<file path="config.mk">
export PLATFORM = sky130hd
export DESIGN_NAME = accelerator_read_keys_stream_flat
export DESIGN_NICKNAME = d
export VERILOG_FILES = /design/src/rtl/accelerator_dnc_pkg.sv /design/src/rtl/accelerator_read_keys_stream_if.sv /design/src/rtl/accelerator_fifo_tagged.sv /design/src/rtl/accelerator_read_keys_stream.sv /design/src/flat_wrapper.sv
export SDC_FILE = /design/constraint.sdc
export NUM_CORES = 2
export LEC_CHECK = 0
export CORE_MARGIN = 2
export CORE_UTILIZATION = 59
export CTS_BUF_LIST = sky130_fd_sc_hd__clkbuf_8 sky130_fd_sc_hd__clkbuf_16
export CTS_CLUSTER_DIAMETER = 80
export CTS_CLUSTER_SIZE = 24
export DETAILED_ROUTE_END_ITERATION = 8
export PLACE_DENSITY = 0.87
export SLEW_MARGIN = 20
export SYNTH_ARGS = -nofsm -noshare
export SYNTH_HDL_FRONTEND = slang
export SYNTH_SLANG_ARGS = --single-unit
</file>
<file path="constraint.sdc">
create_clock -name CLK -period 53.1 [get_ports CLK]
set_input_delay 10.62 -clock CLK [delete_from_list [all_inputs] [get_ports CLK]]
set_output_delay 10.62 -clock CLK [all_outputs]
set_load 0.01 [all_outputs]
</file>
<file path="src/rtl/accelerator_dnc_pkg.sv">
// Shared types and constants for the DNC read-head streaming blocks.
//   state_e   : FSM states of the read-key stream (IDLE, RUN, DRAIN, DONE)
//   key_tag_t : per-element tag carried alongside each key through the FIFO
//   CTRL_* / DATA_* : zero/one constants for control and data paths
package accelerator_dnc_pkg;

  typedef enum logic [1:0] {
    IDLE  = 2'd0,
    RUN   = 2'd1,
    DRAIN = 2'd2,
    DONE  = 2'd3
  } state_e;

  // Tag index fields are sized for the widest supported CONTROL_SIZE.
  localparam int unsigned TAG_IDX_W = 64;

  localparam logic [63:0] CTRL_ZERO = 64'd0;
  localparam logic [63:0] CTRL_ONE  = 64'd1;
  localparam logic [63:0] DATA_ZERO = 64'd0;

  typedef struct packed {
    logic                 first;
    logic                 last;
    logic [TAG_IDX_W-1:0] i;
    logic [TAG_IDX_W-1:0] k;
  } key_tag_t;

endpackage

</file>
<file path="src/rtl/accelerator_read_keys_stream_if.sv">
// Control and key-stream bundle for accelerator_read_keys_stream.
//   slave  : the stream block (consumes START/sizes/K_IN, produces K_OUT and status)
//   master : the environment driving the block
interface accelerator_read_keys_stream_if #(
  parameter int DATA_SIZE    = 64,
  parameter int CONTROL_SIZE = 64
);
  logic                    START;
  logic                    READY;
  logic                    BUSY;
  logic                    ERROR;
  logic [DATA_SIZE-1:0]    SIZE_R_IN;
  logic [DATA_SIZE-1:0]    SIZE_W_IN;
  logic [DATA_SIZE-1:0]    K_IN;
  logic                    K_IN_VALID;
  logic                    K_IN_READY;
  logic [DATA_SIZE-1:0]    K_OUT;
  logic                    K_OUT_VALID;
  logic                    K_OUT_READY;
  logic                    K_OUT_I_ENABLE;
  logic                    K_OUT_K_ENABLE;
  logic                    K_OUT_LAST;
  logic [CONTROL_SIZE-1:0] INDEX_I_OUT;
  logic [CONTROL_SIZE-1:0] INDEX_K_OUT;

  modport slave (
    input  START, SIZE_R_IN, SIZE_W_IN, K_IN, K_IN_VALID, K_OUT_READY,
    output READY, BUSY, ERROR, K_IN_READY, K_OUT, K_OUT_VALID,
           K_OUT_I_ENABLE, K_OUT_K_ENABLE, K_OUT_LAST, INDEX_I_OUT, INDEX_K_OUT
  );

  modport master (
    output START, SIZE_R_IN, SIZE_W_IN, K_IN, K_IN_VALID, K_OUT_READY,
    input  READY, BUSY, ERROR, K_IN_READY, K_OUT, K_OUT_VALID,
           K_OUT_I_ENABLE, K_OUT_K_ENABLE, K_OUT_LAST, INDEX_I_OUT, INDEX_K_OUT
  );
endinterface

</file>
<file path="src/rtl/accelerator_fifo_tagged.sv">
// Synchronous FIFO with registered storage and a combinational head.
//   clk, rst        : clock, asynchronous active-high reset
//   push, push_data : write request and payload (ignored when full)
//   pop             : read request (ignored when empty)
//   head_data       : oldest entry, valid while !empty
//   full, empty     : occupancy flags
module accelerator_fifo_tagged #(
  parameter int FIFO_DEPTH = 4,
  parameter int WIDTH      = 8
) (
  input  logic             clk,
  input  logic             rst,
  input  logic             push,
  input  logic             pop,
  input  logic [WIDTH-1:0] push_data,
  output logic [WIDTH-1:0] head_data,
  output logic             full,
  output logic             empty
);
  localparam int PTR_W = (FIFO_DEPTH > 1) ? $clog2(FIFO_DEPTH) : 1;
  localparam int CNT_W = PTR_W + 1;

  logic [WIDTH-1:0] mem_q [FIFO_DEPTH];
  logic [WIDTH-1:0] mem_d [FIFO_DEPTH];
  logic [PTR_W-1:0] wr_ptr_q, wr_ptr_d, rd_ptr_q, rd_ptr_d;
  logic [CNT_W-1:0] count_q, count_d;
  logic             do_push_s, do_pop_s;

  // Storage, pointers and occupancy
  always_ff @(posedge clk or posedge rst) begin
    if (rst) begin
      for (int j = 0; j < FIFO_DEPTH; j++) mem_q[j] <= '0;
      wr_ptr_q <= '0;
      rd_ptr_q <= '0;
      count_q  <= '0;
    end else begin
      mem_q    <= mem_d;
      wr_ptr_q <= wr_ptr_d;
      rd_ptr_q <= rd_ptr_d;
      count_q  <= count_d;
    end
  end

  // Next pointer/occupancy/storage values; pointers wrap since depth is a power of two
  always_comb begin
    do_push_s = push && !full;
    do_pop_s  = pop && !empty;
    mem_d     = mem_q;
    wr_ptr_d  = wr_ptr_q;
    rd_ptr_d  = rd_ptr_q;
    if (do_push_s) begin
      mem_d[wr_ptr_q] = push_data;
      wr_ptr_d        = wr_ptr_q + PTR_W'(1);
    end else begin
      wr_ptr_d = wr_ptr_q;
    end
    if (do_pop_s) begin
      rd_ptr_d = rd_ptr_q + PTR_W'(1);
    end else begin
      rd_ptr_d = rd_ptr_q;
    end
    case ({do_push_s, do_pop_s})
      2'b10:   count_d = count_q + CNT_W'(1);
      2'b01:   count_d = count_q - CNT_W'(1);
      default: count_d = count_q;
    endcase
  end

  // Status flags and head entry
  always_comb begin
    full      = (count_q == CNT_W'(FIFO_DEPTH));
    empty     = (count_q == CNT_W'(0));
    head_data = mem_q[rd_ptr_q];
  end
endmodule

</file>
<file path="src/rtl/accelerator_read_keys_stream.sv">
// Streams read keys k(t;i;k), i in 0..R-1, k in 0..W-1, from the controller
// interface to the content-addressing stage through a tagged FIFO.
//   CLK, RST : clock, asynchronous active-high reset
//   bus      : START/READY/BUSY/ERROR control, SIZE_R_IN/SIZE_W_IN, K_IN
//              valid/ready input stream, K_OUT valid/ready output stream
//              with I/K enables, LAST and INDEX_I/INDEX_K tags
module accelerator_read_keys_stream
  import accelerator_dnc_pkg::*;
#(
  parameter int DATA_SIZE    = 64,
  parameter int CONTROL_SIZE = 64,
  parameter int FIFO_DEPTH   = 4
) (
  input  logic                           CLK,
  input  logic                           RST,
  accelerator_read_keys_stream_if.slave  bus
);
  typedef struct packed {
    logic [DATA_SIZE-1:0] data;
    key_tag_t             tag;
  } entry_t;

  localparam int PAYLOAD_W = $bits(entry_t);

  state_e                  state_q, state_d;
  logic [CONTROL_SIZE-1:0] r_q, r_d, w_q, w_d, i_q, i_d, k_q, k_d;
  logic                    err_q, err_d;
  logic [CONTROL_SIZE-1:0] size_r_s, size_w_s;
  logic                    size_zero_s, last_in_s, k_wrap_s;
  logic                    k_in_ready_s, push_s, pop_s, pop_last_s;
  logic                    full_s, empty_s;
  entry_t                  push_entry_s, head_s;

  // Sizes are truncated to the counter width; completion is detected from
  // the counters, so R*W is never formed.
  always_comb begin
    size_r_s     = CONTROL_SIZE'(bus.SIZE_R_IN);
    size_w_s     = CONTROL_SIZE'(bus.SIZE_W_IN);
    size_zero_s  = (size_r_s == CONTROL_SIZE'(CTRL_ZERO)) || (size_w_s == CONTROL_SIZE'(CTRL_ZERO));
    k_wrap_s     = (k_q == w_q - CONTROL_SIZE'(CTRL_ONE));
    last_in_s    = k_wrap_s && (i_q == r_q - CONTROL_SIZE'(CTRL_ONE));
    k_in_ready_s = (state_q == RUN) && !full_s;
    push_s       = bus.K_IN_VALID && k_in_ready_s;
    pop_s        = !empty_s && bus.K_OUT_READY;
    pop_last_s   = pop_s && head_s.tag.last;
    push_entry_s.data      = bus.K_IN;
    push_entry_s.tag.first = (k_q == CONTROL_SIZE'(CTRL_ZERO));
    push_entry_s.tag.last  = last_in_s;
    push_entry_s.tag.i     = TAG_IDX_W'(i_q);
    push_entry_s.tag.k     = TAG_IDX_W'(k_q);
  end

  // State, latched sizes, loop counters and error flag
  always_ff @(posedge CLK or posedge RST) begin
    if (RST) begin
      state_q <= IDLE;
      r_q     <= '0;
      w_q     <= '0;
      i_q     <= '0;
      k_q     <= '0;
      err_q   <= 1'b0;
    end else begin
      state_q <= state_d;
      r_q     <= r_d;
      w_q     <= w_d;
      i_q     <= i_d;
      k_q     <= k_d;
      err_q   <= err_d;
    end
  end

  // Next-state logic; a last pop in RUN can only follow a completed input
  // phase, so it is allowed to jump straight to DONE
  always_comb begin
    state_d = state_q;
    case (state_q)
      IDLE: begin
        if (bus.START) begin
          state_d = size_zero_s ? DONE : RUN;
        end else begin
          state_d = IDLE;
        end
      end
      RUN: begin
        if (pop_last_s) begin
          state_d = DONE;
        end else if (push_s && last_in_s) begin
          state_d = DRAIN;
        end else begin
          state_d = RUN;
        end
      end
      DRAIN: begin
        if (pop_last_s) begin
          state_d = DONE;
        end else begin
          state_d = DRAIN;
        end
      end
      DONE:    state_d = IDLE;
      default: state_d = IDLE;
    endcase
  end

  // Size latch, counter advance on push, error flag set/clear
  always_comb begin
    r_d   = r_q;
    w_d   = w_q;
    i_d   = i_q;
    k_d   = k_q;
    err_d = err_q;
    case (state_q)
      IDLE: begin
        if (bus.START) begin
          r_d   = size_r_s;
          w_d   = size_w_s;
          i_d   = CONTROL_SIZE'(CTRL_ZERO);
          k_d   = CONTROL_SIZE'(CTRL_ZERO);
          err_d = size_zero_s;
        end else begin
          err_d = err_q;
        end
      end
      RUN: begin
        if (push_s && k_wrap_s) begin
          k_d = CONTROL_SIZE'(CTRL_ZERO);
          i_d = i_q + CONTROL_SIZE'(CTRL_ONE);
        end else if (push_s) begin
          k_d = k_q + CONTROL_SIZE'(CTRL_ONE);
        end else begin
          k_d = k_q;
        end
      end
      DONE:    err_d = 1'b0;
      default: err_d = err_q;
    endcase
  end

  // Outputs; head fields are forced to zero while the FIFO is empty
  always_comb begin
    bus.READY          = (state_q == DONE);
    bus.ERROR          = (state_q == DONE) && err_q;
    bus.BUSY           = (state_q != IDLE);
    bus.K_IN_READY     = k_in_ready_s;
    bus.K_OUT_VALID    = !empty_s;
    bus.K_OUT_K_ENABLE = !empty_s;
    bus.K_OUT_I_ENABLE = !empty_s && head_s.tag.first;
    bus.K_OUT_LAST     = !empty_s && head_s.tag.last;
    if (empty_s) begin
      bus.K_OUT       = DATA_SIZE'(DATA_ZERO);
      bus.INDEX_I_OUT = CONTROL_SIZE'(CTRL_ZERO);
      bus.INDEX_K_OUT = CONTROL_SIZE'(CTRL_ZERO);
    end else begin
      bus.K_OUT       = head_s.data;
      bus.INDEX_I_OUT = CONTROL_SIZE'(head_s.tag.i);
      bus.INDEX_K_OUT = CONTROL_SIZE'(head_s.tag.k);
    end
  end

  accelerator_fifo_tagged #(
    .FIFO_DEPTH (FIFO_DEPTH),
    .WIDTH      (PAYLOAD_W)
  ) u_fifo (
    .clk       (CLK),
    .rst       (RST),
    .push      (push_s),
    .pop       (pop_s),
    .push_data (push_entry_s),
    .head_data (head_s),
    .full      (full_s),
    .empty     (empty_s)
  );
endmodule

</file>
<file path="src/flat_wrapper.sv">
// flat-port wrapper written by rule: the top's interface ports become plain ports
module accelerator_read_keys_stream_flat import accelerator_dnc_pkg::*;
#(
  parameter int DATA_SIZE    = 64,
  parameter int CONTROL_SIZE = 64,
  parameter int FIFO_DEPTH   = 4
)
  (CLK, RST, bus_START, bus_SIZE_R_IN, bus_SIZE_W_IN, bus_K_IN, bus_K_IN_VALID, bus_K_OUT_READY, bus_READY, bus_BUSY, bus_ERROR, bus_K_IN_READY, bus_K_OUT, bus_K_OUT_VALID, bus_K_OUT_I_ENABLE, bus_K_OUT_K_ENABLE, bus_K_OUT_LAST, bus_INDEX_I_OUT, bus_INDEX_K_OUT);
  accelerator_read_keys_stream_if #(.DATA_SIZE(DATA_SIZE), .CONTROL_SIZE(CONTROL_SIZE)) bus_i ();
  input  logic CLK;
  input  logic RST;
  input wire logic [$bits(bus_i.START)-1:0] bus_START;
  input wire logic [$bits(bus_i.SIZE_R_IN)-1:0] bus_SIZE_R_IN;
  input wire logic [$bits(bus_i.SIZE_W_IN)-1:0] bus_SIZE_W_IN;
  input wire logic [$bits(bus_i.K_IN)-1:0] bus_K_IN;
  input wire logic [$bits(bus_i.K_IN_VALID)-1:0] bus_K_IN_VALID;
  input wire logic [$bits(bus_i.K_OUT_READY)-1:0] bus_K_OUT_READY;
  output wire logic [$bits(bus_i.READY)-1:0] bus_READY;
  output wire logic [$bits(bus_i.BUSY)-1:0] bus_BUSY;
  output wire logic [$bits(bus_i.ERROR)-1:0] bus_ERROR;
  output wire logic [$bits(bus_i.K_IN_READY)-1:0] bus_K_IN_READY;
  output wire logic [$bits(bus_i.K_OUT)-1:0] bus_K_OUT;
  output wire logic [$bits(bus_i.K_OUT_VALID)-1:0] bus_K_OUT_VALID;
  output wire logic [$bits(bus_i.K_OUT_I_ENABLE)-1:0] bus_K_OUT_I_ENABLE;
  output wire logic [$bits(bus_i.K_OUT_K_ENABLE)-1:0] bus_K_OUT_K_ENABLE;
  output wire logic [$bits(bus_i.K_OUT_LAST)-1:0] bus_K_OUT_LAST;
  output wire logic [$bits(bus_i.INDEX_I_OUT)-1:0] bus_INDEX_I_OUT;
  output wire logic [$bits(bus_i.INDEX_K_OUT)-1:0] bus_INDEX_K_OUT;
  assign bus_i.START = bus_START;
  assign bus_i.SIZE_R_IN = bus_SIZE_R_IN;
  assign bus_i.SIZE_W_IN = bus_SIZE_W_IN;
  assign bus_i.K_IN = bus_K_IN;
  assign bus_i.K_IN_VALID = bus_K_IN_VALID;
  assign bus_i.K_OUT_READY = bus_K_OUT_READY;
  assign bus_READY = bus_i.READY;
  assign bus_BUSY = bus_i.BUSY;
  assign bus_ERROR = bus_i.ERROR;
  assign bus_K_IN_READY = bus_i.K_IN_READY;
  assign bus_K_OUT = bus_i.K_OUT;
  assign bus_K_OUT_VALID = bus_i.K_OUT_VALID;
  assign bus_K_OUT_I_ENABLE = bus_i.K_OUT_I_ENABLE;
  assign bus_K_OUT_K_ENABLE = bus_i.K_OUT_K_ENABLE;
  assign bus_K_OUT_LAST = bus_i.K_OUT_LAST;
  assign bus_INDEX_I_OUT = bus_i.INDEX_I_OUT;
  assign bus_INDEX_K_OUT = bus_i.INDEX_K_OUT;
  accelerator_read_keys_stream #(.DATA_SIZE(DATA_SIZE), .CONTROL_SIZE(CONTROL_SIZE), .FIFO_DEPTH(FIFO_DEPTH)) u_core (.CLK(CLK), .RST(RST), .bus(bus_i));
endmodule
</file>
==> results.py <==
metrics = {
    "power": {
        "ir_drop_mv": 0.0377,
        "total_leakage_power_nw": 26.0,
        "power_mw": 2.33,
        "power_density_nw_per_um2": 39.7,
    },
    "worst_setup_path": {
        "required_ns": 42.48,
        "cp-start-kind": "register",
        "timing.critical_path.max_delay_family": "buffers and inverters",
        "cp_slowest_stage_delay_ns": 0.91,
        "rrSetupSlack_ns": 47.01,
        "worst-path-buf-inv": 3,
        "reg2reg_from": "u_core.w_q[12]$_DFFE_PP0P_",
        "end_kind": "primary output",
        "r2r_end": "u_core.i_q[58]$_DFFE_PP0P_",
        "r2r.worst_path.cells": 12,
        "cp_max_fo": 48,
        "critical_path_class": "register to primary output",
        "path_common_cell": "buf_4",
        "slowest_stage": "dfrtp_4",
        "arrival_ns": 4.64,
        "worst-path-stages": 5,
        "crit_end": "bus_INDEX_I_OUT[1]",
        "worstPathCellList": "buf_4 -> buf_4 -> mux4_2 -> and2_1 -> clkdlybuf4s50_1",
        "crit_start": "u_core.u_fifo.rd_ptr_q[0]$_DFFE_PP0P_",
    },
    "floorplan": {
        "die-area_sq_um": 91700,
        "core-area_sq_um": 88400,
        "initial_core_util_pct": 59.6,
        "rows": 109,
        "die_h_um": 303,
        "pin_count": 397,
        "fp.dieW_um": 303,
    },
    "logic_synthesis": {
        "synthCells": 4581,
        "async_reset_ff_share_pct": 100,
        "ys_seq_elements": 1042,
        "ys_warn_count": 0,
        "ys_seq_area_share_pct": 49.5,
        "synth_enable_flop_cells": 0,
        "synth_nets": 4789,
        "synth.distinct_cells": 76,
        "syn_avg_cell_area_sq_um": 11.5,
        "synthFlopType": "dfrtp_1",
        "synth_area_sq_um": 52700,
    },
    "placed_design": {
        "hpwlAfterDp_mm": 100,
        "finalWeightedCongestion": 0.961,
        "dpl.cell_count": 5823,
        "port_buffers": 396,
    },
    "global_routing": {
        "gr-total-overflow": 0,
        "antenna_found_initial": 10,
        "grt_pass1_wl_mm": 220,
        "grtUsageTotal_pct": 30.9,
        "first_global_vias": 37600,
        "grt_max_degree": 171,
    },
    "sta": {
        "period_needed_ns": 15.26,
        "slew_headroom_pct": 29.9,
        "rsz0062_at_grt": "false",
        "fin_skew_ns": 0.0367,
        "post-route-period-util_pct": 28.7,
        "setup_violations": 0,
        "tightest_slew_ns": 1.05,
        "setup_tns_ns": 0,
        "hold_viol": 0,
        "fmax_mhz": 65.5,
        "slew_violations": 0,
    },
    "run": {
        "max-cap-violations": 0,
    },
    "clocking": {
        "clkTransAtPathRegs_ns": 0.09,
        "htree_levels": 2,
        "post-cts-setup-buffers": 0,
        "clk_path_buf_depth": 3,
        "hold_buffers": 0,
        "insertion_delay_ns": 0.68,
        "cts_resized": 0,
        "cts_tree": "yes",
        "cts.sinks": 1042,
        "cts_buffers": 54,
        "clockRootBuffer": "clkbuf_16",
    },
    "route": {
        "drc": 0,
        "initialDrtViolationCount": 3548,
        "via_count": 37900,
        "topRoutingLayerUsed": "met5",
        "viasPerCell": 6.42,
        "drt_first_pass_iters": 6,
        "wl_met2_mm": 69.7,
        "wl_met1_mm": 56.5,
        "wl_met3_mm": 9.28,
        "ant_nets": 0,
        "drt_wl_total_mm": 143,
        "detail_route.wl_per_cell_um": 24.2,
    },
    "layout": {
        "drive_gt1_share_pct": 21.9,
        "syn_to_final_growth_pct": 11.7,
        "instances_no_fill": 5905,
        "nFillCells": 6360,
        "nets": 4922,
    },
    "run_status": {
        "status": "complete, no violations",
    },
    "min_path": {
        "hold_path_class": "register to register",
    },
}
-- worst reg2reg max path, cell delays in order, from the launching register on --
cell	delay, ns
dfrtp_1	0.48
or4_4	0.62
nand4bb_1	0.59
or4_1	0.83
or4_1	0.50
o21ai_0	0.26
nand4bb_1	0.13
or4_1	0.52
buf_4	0.20
or3_2	0.75
buf_4	0.41
or4_1	0.57
a21oi_1	0.15
-- stage by stage --
step	utilization [%]	area, sq um	hold slack [ns]	setup WS (ns)
3_3_place_gp	64.6	57100	0.456	37.56
5_1_grt	66.6	58800	0.514	37.44
4_1_cts	66.5	58800	0.488	37.69
3_5_place_dp	64.6	57100	0.467	37.49
2_1_floorplan	-	52700	0.445	13.15
6_report	66.6	58800	0.488	37.84
-- how the worst min path moves through the flow --
stage	startpoint	endpoint	slack, ns	cells past startpoint
floorplan	u_core.u_fifo.mem_q[194]$_DFFE_PP0P_	u_core.u_fifo.mem_q[194]$_DFFE_PP0P_	0.44	2
global placement	u_core.u_fifo.mem_q[621]$_DFFE_PP0P_	u_core.u_fifo.mem_q[621]$_DFFE_PP0P_	0.46	2
detailed placement	u_core.u_fifo.mem_q[194]$_DFFE_PP0P_	u_core.u_fifo.mem_q[194]$_DFFE_PP0P_	0.47	2
CTS	u_core.u_fifo.mem_q[279]$_DFFE_PP0P_	u_core.u_fifo.mem_q[279]$_DFFE_PP0P_	0.49	2
global route	u_core.u_fifo.mem_q[381]$_DFFE_PP0P_	u_core.u_fifo.mem_q[381]$_DFFE_PP0P_	0.51	1
finish	u_core.u_fifo.mem_q[279]$_DFFE_PP0P_	u_core.u_fifo.mem_q[279]$_DFFE_PP0P_	0.49	2
-- placed cells by master, fill, tap and decap left out, drive strengths merged, types with 92 or more instances in the layout --
| master | synthesis | final |
|---|---|---|
| mux4 | 194 | 194 |
| clkdlybuf4s50 | 0 | 396 |
| o21ai | 199 | 199 |
| nor4 | 123 | 123 |
| nand2 | 617 | 617 |
| nor2 | 104 | 104 |
| mux2 | 684 | 684 |
| nor3 | 100 | 100 |
| dfrtp | 1042 | 1042 |
| xnor2 | 122 | 122 |
| nand3 | 92 | 92 |
| and2 | 208 | 208 |
-- cell type report --
| cell class | count | area [sq um] | area share (%) |
|---|---|---|---|
| inverter | 54 | 210 | 0.357 |
| antenna | 10 | 25.0 | 0.0425 |
| sequential | 1042 | 26100 | 44.3 |
| clock buffer | 55 | 1370 | 2.32 |
| multi-input combinational | 3121 | 25100 | 42.6 |
| timing repair buffer | 441 | 4350 | 7.39 |
| clock inverter | 17 | 267 | 0.453 |
| tap | 1165 | 1460 | 2.48 |
-- routing by layer --
| metal | track usage [%] | up-vias |
|---|---|---|
| met1 | 41.1 | 19400 |
| met3 | 4.70 | 357 |
| met5 | 0 | - |
| met2 | 50.7 | 1495 |
| met4 | 14.1 | 4 |
| li1 | - | 16700 |
-- logic make-up (layout without fill, tap and decap cells) --
kind of cell / Yosys count / in the layout / share of synthesized area, %
simple gates: 1590 / 1590 / 15.5
fa+ha+maj: 11 / 11 / 0.276
compound gates: 420 / 420 / 5.01
buf+inv: 418 / 567 / 3.09
flops: 1042 / 1042 / 49.5
other cells: 0 / 10 / 0
mux: 907 / 907 / 23.5
xor+xnor: 193 / 193 / 3.21
-- synthesized netlist by cell type (all sizes together), types with 12 or more instances --
cell,n,area (sq um)
nor3b,12,90.1
a31oi,29,181
xor2,71,622
o21ai,199,1000
or3,55,344
xnor2,122,1070
nand3,92,460
nor4,123,776
o31ai,18,135
mux2i,29,290
inv,54,203
dfrtp,1042,26100
and3,52,325
nand2,617,2320
and4,16,140
or2,14,87.6
buf,48,236
o311ai,16,140
clkbuf,316,1190
mux2,684,7700
nand4,71,444
a21oi,37,185
or4,49,375
nor2,104,390
a21o,24,180
nand2b,28,175
nor3,100,500
and2,208,1300
o211ai,23,173
mux4,194,4370
-- power by group --
group          leakage (nW)  total (mW)  internal [mW]  switching, mW
clock                 0.793       0.467          0.197          0.269
sequential             13.8        1.03          0.924          0.103
combinational          11.4       0.839          0.440          0.398
-- registers in the layout (all words and copies together), names as in the netlist --
register                cells
u_core.i_q                 64
u_core.u_fifo.mem_q       776
u_core.u_fifo.count_q       3
u_core.err_q                1
u_core.u_fifo.wr_ptr_q      2
u_core.w_q                 64
u_core.u_fifo.rd_ptr_q      2
u_core.r_q                 64
u_core.state_q              2
u_core.k_q                 64
Note: power is estimated with default switching activity, not from simulation.
